<file path="config.mk">
export PLATFORM = sky130hd
export DESIGN_NAME = split_fifo_deep_flat
export DESIGN_NICKNAME = d
export VERILOG_FILES = /design/src/rtl/split_fifo_deep_if.sv /design/src/rtl/split_fifo_deep.sv /design/src/flat_wrapper.sv
export SDC_FILE = /design/constraint.sdc
export NUM_CORES = 1
export LEC_CHECK = 0
export BUFFER_PORTS_ARGS = -buffer_cell sky130_fd_sc_hd__buf_2
export CAP_MARGIN = 20
export CORE_ASPECT_RATIO = 1.2
export CORE_MARGIN = 8
export CORE_UTILIZATION = 45
export CTS_BUF_LIST = sky130_fd_sc_hd__clkbuf_4
export CTS_CLUSTER_SIZE = 14
export DETAILED_ROUTE_END_ITERATION = 12
export PLACE_DENSITY = 0.66
export SLEW_MARGIN = 20
export SYNTH_ARGS = -nofsm -noshare
export SYNTH_HDL_FRONTEND = slang
export SYNTH_SLANG_ARGS = --single-unit
</file>
<file path="constraint.sdc">
create_clock -name clk -period 4 [get_ports clk]
set_input_delay 0.8 -clock clk [delete_from_list [all_inputs] [get_ports clk]]
set_output_delay 0.8 -clock clk [all_outputs]
set_load 0.02 [all_outputs]
</file>
<file path="src/rtl/split_fifo_deep_if.sv">
// Handshake/data bundle for split_fifo_deep: upstream (data_in/valid0/ready0)
// and downstream (data_out/valid1/ready1) sides.
interface split_fifo_deep_if #(
  parameter int DATA_WIDTH = 17
);
  logic [DATA_WIDTH-1:0] data_in;
  logic                  valid0;
  logic                  ready0;
  logic [DATA_WIDTH-1:0] data_out;
  logic                  valid1;
  logic                  ready1;

  modport master (
    output data_in, valid0, ready1,
    input  ready0, data_out, valid1
  );

  modport slave (
    input  data_in, valid0, ready1,
    output ready0, data_out, valid1
  );
endinterface

</file>
<file path="src/rtl/split_fifo_deep.sv">
// Splittable FIFO with zero-latency bypass when empty, or a plain enabled pipeline register.
// Optional occupancy port enabled by defining SPLIT_FIFO_DEEP_COUNT_EN.
module split_fifo_deep #(
  parameter int DATA_WIDTH = 17,
  parameter int DEPTH      = 4
) (
  input  logic clk,
  input  logic rst_n,
  input  logic clk_en,
  input  logic fifo_en,
  input  logic start_fifo,
  input  logic end_fifo,
  split_fifo_deep_if.slave bus
`ifdef SPLIT_FIFO_DEEP_COUNT_EN
  ,
  output logic [$clog2(DEPTH+1)-1:0] count
`endif
);

  localparam int AW = (DEPTH > 1) ? $clog2(DEPTH) : 1;
  localparam int CW = $clog2(DEPTH + 1);
  localparam logic [AW-1:0] PTR_ONE  = AW'(1'b1);
  localparam logic [CW-1:0] OCC_ONE  = CW'(1'b1);
  localparam logic [CW-1:0] OCC_FULL = CW'(DEPTH);

  logic [DATA_WIDTH-1:0] mem_r [DEPTH];
  logic [AW-1:0]         rd_ptr_r;
  logic [AW-1:0]         wr_ptr_r;
  logic [CW-1:0]         occ_r;

  logic ready_in_s;
  logic valid_in_s;
  logic empty_s;
  logic full_s;
  logic push_s;
  logic pop_s;
  logic bypass_s;

  // start_fifo/end_fifo cut the combinational ready/valid paths through the FIFO
  assign ready_in_s = bus.ready1 & ~start_fifo;
  assign valid_in_s = bus.valid0 & ~end_fifo;
  assign empty_s    = (occ_r == {CW{1'b0}});
  assign full_s     = (occ_r == OCC_FULL);

  assign bus.ready0   = fifo_en ? (~full_s | ready_in_s) : clk_en;
  assign bus.valid1   = fifo_en ? (~empty_s | valid_in_s) : clk_en;
  assign bus.data_out = (fifo_en & empty_s) ? bus.data_in : mem_r[rd_ptr_r];

  assign push_s   = clk_en & fifo_en & bus.valid0 & bus.ready0;
  assign pop_s    = clk_en & fifo_en & bus.valid1 & bus.ready1;
  assign bypass_s = empty_s & push_s & pop_s;

  // Storage: FIFO writes, or pipeline-register capture into the read slot when fifo_en=0
  always_ff @(posedge clk) begin
    if (!rst_n) begin
      for (int i = 0; i < DEPTH; i++) begin
        mem_r[i] <= {DATA_WIDTH{1'b0}};
      end
    end else if (clk_en) begin
      if (!fifo_en) begin
        mem_r[rd_ptr_r] <= bus.data_in;
      end else if (push_s && !bypass_s) begin
        mem_r[wr_ptr_r] <= bus.data_in;
      end
    end
  end

  // Pointers and occupancy; pointer wrap relies on DEPTH being a power of two
  always_ff @(posedge clk) begin
    if (!rst_n) begin
      rd_ptr_r <= {AW{1'b0}};
      wr_ptr_r <= {AW{1'b0}};
      occ_r    <= {CW{1'b0}};
    end else if (clk_en && fifo_en) begin
      if (push_s && !bypass_s) begin
        wr_ptr_r <= wr_ptr_r + PTR_ONE;
      end
      if (pop_s && !empty_s) begin
        rd_ptr_r <= rd_ptr_r + PTR_ONE;
      end
      if (push_s && !pop_s) begin
        occ_r <= occ_r + OCC_ONE;
      end else if (pop_s && !push_s && !empty_s) begin
        occ_r <= occ_r - OCC_ONE;
      end
    end
  end

`ifdef SPLIT_FIFO_DEEP_COUNT_EN
  assign count = occ_r;
`endif

endmodule
</file>
<file path="src/flat_wrapper.sv">
// flat-port wrapper written by rule: the top's interface ports become plain ports
module split_fifo_deep_flat 
#(
  parameter int DATA_WIDTH = 17,
  parameter int DEPTH      = 4
)
  (clk, rst_n, clk_en, fifo_en, start_fifo, end_fifo, bus_data_in, bus_valid0, bus_ready1, bus_ready0, bus_data_out, bus_valid1);
  split_fifo_deep_if #(.DATA_WIDTH(DATA_WIDTH)) bus_i ();
  input  logic clk;
  input  logic rst_n;
  input  logic clk_en;
  input  logic fifo_en;
  input  logic start_fifo;
  input  logic end_fifo;
  input wire logic [$bits(bus_i.data_in)-1:0] bus_data_in;
  input wire logic [$bits(bus_i.valid0)-1:0] bus_valid0;
  input wire logic [$bits(bus_i.ready1)-1:0] bus_ready1;
  output wire logic [$bits(bus_i.ready0)-1:0] bus_ready0;
  output wire logic [$bits(bus_i.data_out)-1:0] bus_data_out;
  output wire logic [$bits(bus_i.valid1)-1:0] bus_valid1;
  assign bus_i.data_in = bus_data_in;
  assign bus_i.valid0 = bus_valid0;
  assign bus_i.ready1 = bus_ready1;
  assign bus_ready0 = bus_i.ready0;
  assign bus_data_out = bus_i.data_out;
  assign bus_valid1 = bus_i.valid1;
  split_fifo_deep #(.DATA_WIDTH(DATA_WIDTH), .DEPTH(DEPTH)) u_core (.clk(clk), .rst_n(rst_n), .clk_en(clk_en), .fifo_en(fifo_en), .start_fifo(start_fifo), .end_fifo(end_fifo), .bus(bus_i));
endmodule
</file>
==> run summary <==
Worst endpoint data arrival time - 2.42 ns
Core area - 8470 sq um
Most common cell in the synthesized netlist - edfxtp_1
Min-delay src - u_core.wr_ptr_r[1]
Crit path capture type - primary output
Max-slew violation count - 0
Drt wl/cell - 19.7 microns
Worst skew pair latency - 0.42 ns
Largest area contributor in the netlist - edfxtp_1
Fmax - 311 MHz
Top post-synthesis cells by count - 68 x edfxtp_1, 35 x nor3b_1, 26 x nor3_1
Slew HR - 29.9%
Post-route cell area - 4370 sq um
GRT Total Usage - 15.6%
Detailed Routing Iterations Pass 1 - 4
Hold Path Sink - u_core.wr_ptr_r[1]
Final instance count without filler cells - 451
CTS tree - done
ANT cells - 0
Total grt overflow - 0
Synth warn - 0
Syn nets - 307
DR iter-0 viols - 203
Worst EP required - 3.20 ns
PortBufs - 43
R2r endpoint - u_core.occ_r[2]
Critical R2R Launch - u_core.occ_r[0]
R2R setup slack - 1.44 ns
Post-CTS Setup Bufs - 0
Syn_area_per_cell - 13.8 sq um
# DRC - 0
Final clock skew - 0.0116 ns
Yosys reg bits - 77
Fill count - 740
Post-Route Setup TNS - 0 ns
Worst hold stages - 2
Least-Margin Pin Slew - 1.05 ns
Routability cong. - 0.787
Detailed Route WL - 8.88 mm
CTS sink count - 77
First-pass GRT wire length - 14.2 mm
Worst Path Max Fanout - 11
Largest net degree at the start of global routing - 36
Crit path kind - primary input to primary output
Vias in the first global route - 2,757
Number of H-tree levels - 3
Status - finished clean
Worst-path clk slew - 0.11 ns
# hold bufs at CTS - 0
Largest cells by area after synthesis - edfxtp_1 52%, mux4_2 9.8%, nor3b_1 6.8%, mux2_2 4.9%, dfxtp_1 4.6%
Post-synth EDFFs - 68
RSZ-0062 raised after global routing - false
Via count - 2,527
Hpwl dp - 5.59 mm
Layout cells sized above 1 - 37.1%
CTS Buffer Depth - 2
Placed insts - 435
# setup viols final - 0
DIE AREA - 11,900 sq um
Startpoint types - primary input
Starting Density - 45.9%
Final Hold Fails - 0
DR vias/cell - 5.60
Worst vdd ir - 0.136 mV
# IOs - 44
Yosys top cell area share - 52.5%
Fin crit share - 80.4%
PD cells - 375 nW/um^2
HP Class - flip-flop to flip-flop
Antenna Nets Post-Route - 0
Root Buffer - clkbuf_4
Area delta synth->final - 12.3%
Post-cts resize count - 0
Row count - 37
Initial antenna violation count - 0
Die Y - 118 microns
Most used flip-flop cell after synthesis - edfxtp_1
Seq/Total Area, Yosys - 57.1%
Core Util, Final - 51.6%
Static Leak - 1.55 nW
R2R cell count - 8
Die Span X - 101 microns
Post-synth ARST share - 0%
Placed cell area - 4260 sq um
Max-cap violations - 0
Cell area after synthesis - 3890 sq um
TritonCTS Buffers - 9
Netlist cell types - 38
WHS - 0.468 ns
Gate Count Post-Synth - 281
Tmin final - 3.22 ns
Nets - 355
worst max path at each step:
stage          startpoint            endpoint  cells after the start
4_1_cts         flip-flop    bus_data_out[10]                      4
3_3_place_gp      fifo_en     bus_data_out[4]                      5
5_1_grt         flip-flop    bus_data_out[10]                      4
3_5_place_dp      fifo_en    bus_data_out[12]                      5
6_report          fifo_en    bus_data_out[12]                      5
2_1_floorplan  start_fifo  u_core.mem_r[0][0]                      5
sequential cells by signal, summed over array words and instances (netlist names), named ones only:
register	cells
u_core.wr_ptr_r	2
u_core.rd_ptr_r	2
u_core.occ_r	3
u_core.mem_r	68
worst max-delay path, cell delays in order:
cell and delay [ns]:
buf_2 0.15, or4b_1 0.70, buf_4 0.31, mux2_2 0.29, buf_2 0.16
cells by family (layout without fill, tap and decap cells):
kind of cell    count (synthesis)  in the layout  synth area share, %
simple gates                  118            118                 18.4
flops                          77             77                 57.1
mux                            39             39                 16.0
buf+inv                        24             77                 3.05
compound gates                 20             20                 4.44
xor+xnor                        2              2                0.450
fa+ha+maj                       1              1                0.514
layout by cell type (no fill, tap or decap), drive strengths merged, types with 2 or more instances in the layout:
master / instances
a21oi: 4
a31oi: 2
buf: 58
clkbuf: 12
clkinv: 4
dfxtp: 9
edfxtp: 68
inv: 3
mux2: 17
mux2i: 5
mux4: 17
nand2: 25
nand2b: 4
nand3: 3
nor2: 9
nor3: 37
nor3b: 35
o21ai: 4
xnor2: 2
routing by layer:
metal  GRT usage, %  routed length [microns]  vias up
met3           4.50                      526       11
met5              0                        0        -
met1           18.3                     3730     1253
met4           5.79                      126        0
met2           26.3                     4500       76
li1               -                        -     1187
power breakdown:
part	switching, mW	internal [mW]
Clock	0.255	0.142
Combinational	0.179	0.115
Sequential	0.0189	0.928
cell type report:
| class | instances | area (sq um) | area share, % |
|---|---|---|---|
| flip-flops and latches | 77 | 2220 | 50.9 |
| multi-input cells | 180 | 1560 | 35.6 |
| clock inverters | 4 | 15.0 | 0.344 |
| inverters | 3 | 11.3 | 0.258 |
| well taps | 117 | 146 | 3.35 |
| clock buffers | 12 | 90.1 | 2.06 |
| repair buffers | 58 | 328 | 7.50 |
stage by stage:
step	setup slack (ns)	total power, mW
after floorplan	0.611	1.16
after global placement	0.859	1.26
after detailed placement	0.813	1.26
after CTS	0.746	1.65
after global routing	0.627	1.71
final	0.783	1.64
Note: power is estimated with default switching activity, not from simulation.
